<file path="config.mk">
export PLATFORM = sky130hd
export DESIGN_NAME = mux_stream_arb
export DESIGN_NICKNAME = d
export VERILOG_FILES = /design/src/rtl/mux_pkg.sv /design/src/rtl/mux_stream_arb_rr_arbiter.sv /design/src/rtl/mux_stream_arb.sv
export SDC_FILE = /design/constraint.sdc
export NUM_CORES = 1
export LEC_CHECK = 0
export ABC_AREA = 1
export BUFFER_PORTS_ARGS = -buffer_cell sky130_fd_sc_hd__clkbuf_2
export CELL_PAD_IN_SITES_DETAIL_PLACEMENT = 1
export CELL_PAD_IN_SITES_GLOBAL_PLACEMENT = 1
export CORE_AREA = 2 2 121 123
export DETAILED_ROUTE_END_ITERATION = 6
export DIE_AREA = 0 0 123 125
export PLACE_DENSITY = 0.83
export SYNTH_ARGS = -nofsm -noshare
export SYNTH_HDL_FRONTEND = slang
export SYNTH_SLANG_ARGS = --single-unit
</file>
<file path="constraint.sdc">
create_clock -name clk -period 4.1 [get_ports clk]
set_input_delay 0.41 -clock clk [delete_from_list [all_inputs] [get_ports clk]]
set_output_delay 0.41 -clock clk [all_outputs]
set_load 0.02 [all_outputs]
</file>
<file path="src/rtl/mux_pkg.sv">
// Shared definitions for the stream multiplexer slice: grant-mode encodings,
// default geometry and the helper that locates a channel inside the
// flattened input data bus.
package mux_pkg;

  // Grant-mode encodings for the mode input
  localparam logic MODE_FIXED = 1'b0;
  localparam logic MODE_RR    = 1'b1;

  // Default geometry matches the original 16x16 word multiplexer
  localparam int DEFAULT_WIDTH    = 16;
  localparam int DEFAULT_CHANNELS = 16;

  // Lowest bit index of channel ch in a bus of width-bit words packed
  // channel 0 first (channel k lives at [k*width +: width])
  function automatic int chanLsb(input int ch, input int width);
    return ch * width;
  endfunction

endpackage : mux_pkg

</file>
<file path="src/rtl/mux_stream_arb_rr_arbiter.sv">
// Round-robin arbiter for mux_stream_arb. Searches the request vector
// upward starting one past the last granted channel, wrapping modulo
// CHANNELS, so CHANNELS need not be a power of two. Purely combinational;
// the last-grant register lives in the parent.
module rr_arbiter
  import mux_pkg::*;
#(
  parameter int CHANNELS = DEFAULT_CHANNELS,
  parameter int SEL_W    = $clog2(CHANNELS)
) (
  input  logic [CHANNELS-1:0] req,
  input  logic [SEL_W-1:0]    last_ch,
  input  logic                enable,
  output logic [SEL_W-1:0]    grant,
  output logic                grant_valid
);

  // Walk offsets from farthest to nearest so the channel closest after
  // last_ch is the one left standing when the loop finishes
  always_comb begin
    int idx;
    grant       = '0;
    grant_valid = 1'b0;
    idx         = 0;
    for (int off = CHANNELS; off >= 1; off--) begin
      idx = (int'(last_ch) + off) % CHANNELS;
      if (enable && req[idx]) begin
        grant       = SEL_W'(idx);
        grant_valid = 1'b1;
      end
    end
  end

endmodule : rr_arbiter

</file>
<file path="src/rtl/mux_stream_arb.sv">
// N-channel stream multiplexer with a single-entry registered output and
// valid/ready handshaking on both sides. Grants come either from the sel
// input (fixed mode) or from a round-robin arbiter.
// Build option: define MUX_STREAM_RR_EN to build the round-robin arbiter
// and honour the mode input; without it the block is fixed-select only.
module mux_stream_arb
  import mux_pkg::*;
#(
  parameter int WIDTH    = DEFAULT_WIDTH,
  parameter int CHANNELS = DEFAULT_CHANNELS,
  parameter int SEL_W    = $clog2(CHANNELS)
) (
  input  logic                      clk,
  input  logic                      rst,
  input  logic                      mode,
  input  logic [SEL_W-1:0]          sel,
  input  logic [CHANNELS-1:0]       in_valid,
  input  logic [CHANNELS*WIDTH-1:0] in_data,
  output logic [CHANNELS-1:0]       in_ready,
  output logic                      out_valid,
  output logic [WIDTH-1:0]          out_data,
  output logic [SEL_W-1:0]          out_ch,
  input  logic                      out_ready
);

  logic               load;
  logic               fixGrantValid;
  logic               grantValid;
  logic [SEL_W-1:0]   grant;
  logic [WIDTH-1:0]   grantData;

  logic               outValid_q, outValid_d;
  logic [WIDTH-1:0]   outData_q,  outData_d;
  logic [SEL_W-1:0]   outCh_q,    outCh_d;

  // The output slot can take a word when it is empty or being drained now
  assign load = !outValid_q || out_ready;

  // Fixed grant is valid only if sel names an existing channel that is
  // currently offering data; an out-of-range sel matches no channel
  always_comb begin
    fixGrantValid = 1'b0;
    for (int k = 0; k < CHANNELS; k++) begin
      if (sel == SEL_W'(k) && in_valid[k]) begin
        fixGrantValid = 1'b1;
      end
    end
  end

`ifdef MUX_STREAM_RR_EN
  logic             rrMode;
  logic [SEL_W-1:0] rrGrant;
  logic             rrGrantValid;
  logic [SEL_W-1:0] lastCh_q, lastCh_d;

  assign rrMode = (mode == MODE_RR);

  rr_arbiter #(
    .CHANNELS (CHANNELS),
    .SEL_W    (SEL_W)
  ) uArbiter (
    .req         (in_valid),
    .last_ch     (lastCh_q),
    .enable      (rrMode),
    .grant       (rrGrant),
    .grant_valid (rrGrantValid)
  );

  // Pick the grant source for this cycle according to the current mode
  always_comb begin
    grant      = sel;
    grantValid = fixGrantValid;
    if (rrMode) begin
      grant      = rrGrant;
      grantValid = rrGrantValid;
    end
  end

  // Only round-robin handshakes move the fairness pointer
  always_comb begin
    lastCh_d = lastCh_q;
    if (load && grantValid && rrMode) begin
      lastCh_d = grant;
    end
  end

  // Fairness pointer resets to the top channel so channel 0 wins first
  always_ff @(posedge clk) begin
    if (rst) begin
      lastCh_q <= SEL_W'(CHANNELS - 1);
    end else begin
      lastCh_q <= lastCh_d;
    end
  end
`else
  logic unusedMode;
  assign unusedMode = mode;
  assign grant      = sel;
  assign grantValid = fixGrantValid;
`endif

  // Steer the granted channel's word onto the register input
  always_comb begin
    grantData = '0;
    for (int k = 0; k < CHANNELS; k++) begin
      if (grant == SEL_W'(k)) begin
        grantData = in_data[chanLsb(k, WIDTH) +: WIDTH];
      end
    end
  end

  // One-hot accept strobe to the granted channel, suppressed during reset
  always_comb begin
    in_ready = '0;
    for (int k = 0; k < CHANNELS; k++) begin
      if (!rst && load && grantValid && grant == SEL_W'(k)) begin
        in_ready[k] = 1'b1;
      end
    end
  end

  // Output slot: refill on load with a grant, empty on load without one,
  // otherwise hold; data and channel keep their last value when emptied
  always_comb begin
    outValid_d = outValid_q;
    outData_d  = outData_q;
    outCh_d    = outCh_q;
    if (load) begin
      if (grantValid) begin
        outValid_d = 1'b1;
        outData_d  = grantData;
        outCh_d    = grant;
      end else begin
        outValid_d = 1'b0;
      end
    end
  end

  // Output register; reset discards any pending word
  always_ff @(posedge clk) begin
    if (rst) begin
      outValid_q <= 1'b0;
      outData_q  <= '0;
      outCh_q    <= '0;
    end else begin
      outValid_q <= outValid_d;
      outData_q  <= outData_d;
      outCh_q    <= outCh_d;
    end
  end

  assign out_valid = outValid_q;
  assign out_data  = outData_q;
  assign out_ch    = outCh_q;

endmodule : mux_stream_arb
</file>
**After elaboration in Yosys (flattened, before gate mapping)**

Index checks and enable logic that the tools add are counted.

- Bits in registers: 21
- Input bits: 280
- Output and inout bits: 37
- Logic and storage cells: 106

- Equality and inequality tests: 15
- Muxes and demuxes: 49
- Reduce and logical (&&, ||, !) cells: 39

Operators with widths:

| kind | number |
|---|---|
| 2-to-1 mux 16 bit | 16 |
| logical AND 1 bit | 34 |
| 2-to-1 mux 1 bit | 33 |
| == test 4 bit, second input constant | 8 |
| == test 4 x 3 -> 1 bit, second input constant | 4 |
| == test 4 x 2 -> 1 bit, second input constant | 2 |
| == test 4 x 1 -> 1 bit, second input constant | 1 |
| zero test 4 bit | 1 |
| zero test 1 bit | 2 |
| AND reduction 2 bit | 1 |
| logical OR 1 bit | 1 |

**Logic depth before layout (Yosys ltp)**

Gate-level depths: netlist of run 1.

- Depth in word-level cells: 21
- Mapped depth: 15
- Mapped depth without buffers: 15

**Worst setup path after synthesis of run 1**

No wires, ideal clock.

- Kind: input to output
- Start: input port sel[0]
- End: output port in_ready[0]
- Arrival time: 1895 ps
- Data required time: 3690 ps
- Path slack: 1795 ps
- Stages on the path: 11
- Path buffers: 0
- Path through: nor2_1 nand2_1 inv_2 nand2_1 nand4_1 a21oi_1 nand4_1 nor2_1 nor2_2 nand2_1 nor3_1

- Word-level cells in the longest chain between the ends: 21
- Elaborated cells between the ends (all ways): 51
- Those cells by class: eq/ne: 15; mux: 17; reduce/logical: 19

RTL lines:

| item | RTL line | source |
|---|---|---|
| from (decl) | mux_stream_arb.sv:16 | `input logic [SEL_W-1:0] sel,` |
| zero test 4 bit | mux_stream_arb.sv:44, mux_stream_arb.sv:116 |  |
| logical AND 1 bit | mux_stream_arb.sv:44 | `if (sel == SEL_W'(k) && in_valid[k]) begin` |
| 2-to-1 mux 1 bit (16 in a row) | mux_stream_arb.sv:44 |  |
| logical AND 1 bit | mux_stream_arb.sv:116 | `if (!rst && load && grantValid && grant == SEL_W'(k)) begin` |
| logical AND 1 bit (*) | mux_stream_arb.sv:116 |  |
| 2-to-1 mux 1 bit (*) | mux_stream_arb.sv:116 |  |
| to (decl) | mux_stream_arb.sv:19 | `output logic [CHANNELS-1:0] in_ready,` |

Mark *: on every way between the ends. The rest lies on a longest branch, timed or not.

**Worst setup path after layout of run 1**

- Start: input port sel[0]
- End: output port in_ready[12]

- Word-level cells in the longest chain between the ends: 21
- Elaborated cells between the ends (all ways): 51
- Those cells by class: eq/ne: 15; mux: 17; reduce/logical: 19

RTL lines:

| item | RTL line |
|---|---|
| zero test 4 bit | mux_stream_arb.sv:44 |
| logical AND 1 bit | mux_stream_arb.sv:44 |
| 2-to-1 mux 1 bit (16 in a row) | mux_stream_arb.sv:44 |
| logical AND 1 bit | mux_stream_arb.sv:116 |
| logical AND 1 bit (*) | mux_stream_arb.sv:116 |
| 2-to-1 mux 1 bit (*) | mux_stream_arb.sv:116 |

Marks and branches as above.

==> run summary, run 1 <==
die height - 125 µm
CP Cell Sequence - clkbuf_2 > nor2_1 > nand2_1 > inv_2 > nand2_1 > nand4_1 > a21oi_1 > nand4_1 > nor2_1 > nor2_2 > nand2_1 > buf_4 > nor2_1 > clkbuf_2
mux share of post-synthesis cell area - 0%
Root Buffer - clkbuf_16
fin worst setup slack - 0.411 ns
initial antenna violation count - 0
# resized after CTS - 0
RSZ-0062 raised after global routing - false
first-pass GRT wire length - 27.1 mm
area grow syn2layout - 62.0%
Worst-Margin Slew - 0.788 ns
total CTS buffers - 3
antenna diode count - 0
Worst Clk Skew - 0.00187 ns
Non-Filler Instances - 1,135
H-tree depth - 1
number of post-CTS setup repair buffers - 0
complex-gate fraction of the synthesized area - 10.6%
share of the synthesized area in the top cell type - 30.9%
Initial Util - 21.5%
cell total after placement - 1,131
PD cells - 184 mW/mm²
Hold/Removal Path Class - primary input to register
vias in the first global route - 5,349
Final Hold Vio Count - 0
Synthesis Warnings - 0
Mapped Area - 0.00306 mm²
flops & latches, synth - 21
Max Freq - 0.271 GHz
drt pass-1 iters - 4
Leak Pwr - 2.89 nW
Netlist cell types - 22
post-synthesis sequential area ratio - 13.7%
final setup vio count - 0
peak supply drop - 0.146 mV
largest cells by area after synthesis - nand2_1, nor2_1, dfxtp_1
GRT Overall Usage - 22.6%
XOR/XNOR Fraction of Synth Area - 0%
Max Cap Viol - 0
fin nets - 1,232
post-route setup TNS - 0 ns
post-synthesis adder-cell area fraction - 0%
Core Rows - 44
CP arrival - 3.28 ns
Post-Synthesis Cells - 639
outcome - complete, no violations
drt wl/cell - 16.0 µm
Final Cycle Share - 90.0%
hold buffers post-CTS - 0
DRT Wirelength - 18.2 mm
Sink Count - 21
Synthesized Nets - 919
family with the most delay on the worst path - simple AND/OR/NAND/NOR gates
DP HPWL - 15.7 mm
largest net degree at the start of global routing - 25
Max Root-Sink Buffers - 2
Simple-Gate Fraction of Synth Area - 63.4%
startpoint types - primary input
CORE AREA - 0.0142 mm²
Bufs and invs on worst path - 4
CTS tree - built
Setup crit end kind - output pin
overflow left after global routing - 0
Final min period - 3.69 ns
Routed Antenna Nets - 0
Post-DP Area - 0.00488 mm²
r2r setup slk - 2.24 ns
# port buffers - 315
WP data required - 3.69 ns
share of layout cells above drive strength 1 - 38.3%
DRC violations left - 0
Worst Setup Path Type - primary input to output pin
vias - 5,223
RD Place Congestion - 0.940
Worst-path clk slew - 0.06 ns
Crit path largest cell delay - 0.61 ns
Clock Latency Late Sink - 0.25 ns
most area-hungry cell type in the Yosys netlist - nand2_1
crit path max fanout - 21
Die X - 123 µm
Final Power - 0.912 mW
Final Cell Area - 0.00496 mm²
final count of pins violating max slew - 0
Via density - 4.60
Mean Syn Cell Area - 4.79 µm²
I/O Pins - 317
Crit-path slowest cell - nor2_2
DR iter-0 viols - 210
DIE AREA - 0.0154 mm²
pre-CTS setup slack - 0.401 ns
main combinational cell family by area after synthesis - simple AND/OR/NAND/NOR gates
Rel. slew slack - 47.4%
[layout by cell type, fill, tap and decap left out, drive strengths merged]
master,instances
clkbuf,319
nand2,253
nor2,126
inv,68
a21oi,49
nand4,45
nand3,21
dfxtp,21
buf,17
or2,13
o21ai,12
nor3,3
clkinv,2
a22o,2
[cell families after synthesis]
kind of cell	after synthesis
AOI/OAI and AO/OA	63
buffers and inverters	94
DFF	21
and+or+nand+nor	461
[through the flow]
| stage | hold slack [ns] | util [%] |
|---|---|---|
| 2_1_floorplan | 0.540 | - |
| 3_3_place_gp | 0.451 | 34.3 |
| 3_5_place_dp | 0.455 | 34.3 |
| 4_1_cts | 0.454 | 34.9 |
| 5_1_grt | 0.471 | 34.9 |
| 6_report | 0.453 | 34.9 |
[routing by layer]
layer / global-route usage [%] / vias to the layer above / share of wire, % / wire length [µm]
li1: - / 2631 / - / -
met1: 27.1 / 2352 / 39 / 7160
met2: 42.4 / 226 / 51 / 9200
met3: 3.24 / 14 / 8.6 / 1570
met4: 3.74 / 0 / 1.3 / 238
met5: 0 / - / 0 / 0
[power by group]
part	leakage, nW	switching [mW]	internal, mW	total (mW)
registers	0.173	0.0140	0.232	0.246
clock network	0.0382	0.0736	0.132	0.206
logic	2.68	0.270	0.190	0.460
total	2.89	0.357	0.555	0.912
[final timing paths]
| check | startpoint | to | cells past startpoint |
|---|---|---|---|
| worst max-delay path | sel[0] | in_ready[12] | 14 |
| worst min-delay path | in_data[246] | out_data[6] | 3 |
| worst max register to register | out_valid | out_data[15] | 7 |
| worst min register to register | out_data[13] | out_data[13] | 2 |
[cell usage after synthesis, drive strengths merged]
library cell,instances
nor2,126
buf,10
o21ai,12
nand3,21
or2,13
a22o,2
clkinv,2
a21oi,49
nor3,3
clkbuf,14
inv,68
nand2,253
nand4,45
dfxtp,21
[layout make-up]
type,count,area (µm²)
fillers,2080,9250
repair buffers,332,1700
inverters,70,263
clock buffers,4,78.8
well taps,184,230
multi-input cells,524,2260
flip-flops and latches,21,420
[tightest hold or removal path: stages]
cell and delay [ns]:
clkbuf_2 0.07, a21oi_1 0.05, a21oi_1 0.13
[state kept, by name, indices dropped and copies added (netlist names)]
register and cells:
out_data 16, out_ch 4, out_valid 1
(Power assumes the default switching activity.)
==> run 2: changes to the inputs <==
- ABC_AREA: 1 -> unset
- CAP_MARGIN: unset -> 15
- CORE_AREA: 2 2 121 123 -> 2 2 122 124
- DIE_AREA: 0 0 123 125 -> 0 0 124 126
==> run summary, run 2 <==
DRC violations left - 0 (unchanged)
Setup crit end kind - output pin
Netlist cell types - 66 (+200%)
Core Rows - 44 (unchanged)
Via density - 5.64 (+23%)
initial antenna violation count - 2 (+2)
Worst R2R End - out_data[4]
flops & latches, synth - 21 (unchanged)
total CTS buffers - 3 (unchanged)
H-tree depth - 1 (unchanged)
most frequent cells after synthesis - a21oi_1, nor2_1, o21ai_0
peak supply drop - 0.154 mV (+5.0%)
final setup vio count - 0 (unchanged)
CTS tree - built
DR iter-0 viols - 278 (+32%)
die height - 126 µm (+0.80%)
Hold/Removal Path Class - primary input to register
# resized after CTS - 0 (unchanged)
cells on worst reg2reg path - 5 (-2)
crit path max fanout - 30 (+43%)
RD Place Congestion - 0.814 (-13%)
Worst-Margin Slew - 0.936 ns (+0.149 ns)
area grow syn2layout - 43.9%
Worst Setup Path Type - primary input to output pin
Post-Synthesis Cells - 551 (-14%)
hold path depth - 3 (unchanged)
largest cells by area after synthesis - dfxtp_1, a21oi_1, mux2_2
share of layout cells above drive strength 1 - 46.8% (+8.5 points)
CP arrival - 3.14 ns (-0.14 ns)
Worst-path clk slew - 0.06 ns (about the same)
Routed Antenna Nets - 0 (unchanged)
Max Root-Sink Buffers - 2 (unchanged)
Clock Latency Late Sink - 0.26 ns (about the same)
GRT Overall Usage - 27.4% (+4.8 points)
fin nets - 1,113 (-9.7%)
Leak Pwr - 2.64 nW (-8.7%)
number of flops mapped to enable cells by yosys - 0 (unchanged)
Synthesized Nets - 831 (-9.6%)
Max Cap Viol - 0 (unchanged)
Die X - 124 µm (+0.81%)
Sink Count - 21 (unchanged)
# fillers - 1,933 (-7.1%)
drt wl/cell - 22.0 µm (+38%)
WP data required - 3.69 ns (about the same)
post-synthesis sequential area ratio - 10.7% (-3.0 points)
ys async rst share - 0% (unchanged)
Final min period - 3.55 ns (-0.140 ns)
Largest register FFs - 16 (unchanged)
Min Hold Slack - 0.408 ns (-0.0442 ns)
Worst Clk Skew - 0.00235 ns (+0.000487 ns)
Non-Filler Instances - 1,018 (-10%)
Worst Hold End - out_data[7]
PD cells - 188 mW/mm² (+2.0%)
Primary FF master, synth - dfxtp_1
final count of pins violating max slew - 0 (unchanged)
post-route setup TNS - 0 ns (unchanged)
commonest non-fill, non-tap cell in the layout - clkbuf_2
DIE AREA - 0.0156 mm² (+1.6%)
drt pass-1 iters - 5 (+1)
cell total after placement - 1,012 (-11%)
Mapped Area - 0.00392 mm² (+28%)
overflow left after global routing - 0 (unchanged)
CORE AREA - 0.0143 mm² (+0.78%)
RSZ-0062 raised after global routing - false
DRT Wirelength - 22.4 mm (+23%)
largest net degree at the start of global routing - 58 (+130%)
r2r startpoint - out_valid
Root Buffer - clkbuf_16
most area-hungry cell type in the Yosys netlist - dfxtp_1
I/O Pins - 317 (unchanged)
share of the synthesized area in the top cell type - 10.7% (-20 points)
number of post-CTS setup repair buffers - 0 (unchanged)
most common cell in the netlist - a21oi_1
hold buffers post-CTS - 0 (unchanged)
Max Freq - 0.282 GHz (+3.9%)
Mean Syn Cell Area - 7.11 µm² (+49%)
Synthesis Warnings - 0 (unchanged)
startpoint types - primary input
DP HPWL - 18.1 mm (+15%)
Rel. slew slack - 37.1% (-10 points)
most frequent cells in the layout - clkbuf_2, a21oi_1, nor2_1
first-pass GRT wire length - 32.5 mm (+20%)
outcome - complete, no violations
vias in the first global route - 5,902 (+10%)
Initial Util - 27.4% (+5.8 points)
Final Hold Vio Count - 0 (unchanged)
vias - 5,744 (+10%)
# port buffers - 315 (unchanged)
r2r setup slk - 2.02 ns (-0.22 ns)
Final Cycle Share - 86.6% (-3.4 points)
Hold Crit Start - in_data[247]
## run 2: layout make-up
class | instances | area [µm²] | share of cell area (%)
antenna | 2 | 5.00 | 0.0888
multi-input combinational | 465 | 3130 | 55.6
tap | 184 | 230 | 4.08
clock buffer | 3 | 75.1 | 1.33
timing repair buffer | 338 | 1750 | 31.1
sequential | 21 | 420 | 7.46
inverter | 4 | 15.0 | 0.266
clock inverter | 1 | 5.00 | 0.0888
## run 2: metal layers
metal / part of all wire (%) / global-route usage (%) / vias up
met4: 3.6 / 9.52 / 0
li1: - / - / 2710
met1: 39 / 31.3 / 2708
met5: 0 / 0 / -
met3: 7.9 / 5.62 / 45
met2: 50 / 49.7 / 281
## run 2: report_power, final
group / switching [mW] / total [mW] / internal (mW)
logic: 0.340 / 0.607 / 0.266
clock network: 0.0812 / 0.212 / 0.131
registers: 0.0112 / 0.239 / 0.228
total: 0.433 / 1.06 / 0.625
## run 2: cells by family after synthesis
| logic type | synth area share [%] |
|---|---|
| buffers and inverters | 9.32 |
| flip-flops | 10.7 |
| AND/OR/NAND/NOR | 21.5 |
| AO/OA/AOI/OAI | 47.0 |
| multiplexers | 11.4 |
## run 2: per-stage QoR
| stage | utilization [%] | cell area (µm²) | worst slack (ns) | total power [mW] |
|---|---|---|---|---|
| final | 39.4 | 5640 | 0.550 | 1.06 |
| after global routing | 39.4 | 5640 | 0.286 | 1.13 |
| after CTS | 39.4 | 5630 | 0.551 | 1.06 |
| after detailed placement | 38.8 | 5550 | 0.556 | 0.851 |
| after global placement | 38.8 | 5550 | 0.597 | 0.839 |
| after floorplan | - | 3920 | 1.38 | 0.588 |
## run 2: how the worst max path moves through the flow
stage,startpoint,depth (start not counted),slack [ns],to
after floorplan,sel[1],8,1.38,in_ready[0]
after global placement,sel[0],9,0.60,in_ready[0]
after detailed placement,sel[1],8,0.56,in_ready[1]
after CTS,sel[1],8,0.55,in_ready[1]
after global routing,sel[1],8,0.29,in_ready[0]
final,sel[0],9,0.55,in_ready[1]
## run 2: worst max-delay path, cell delays in order
cell and delay [ns]:
buf_4 0.13, buf_4 0.30, and3_1 0.20, o21ai_0 0.11
a31o_1 0.31, a21oi_4 0.69, nand2b_2 0.45, nor4_1 0.30
clkbuf_2 0.22
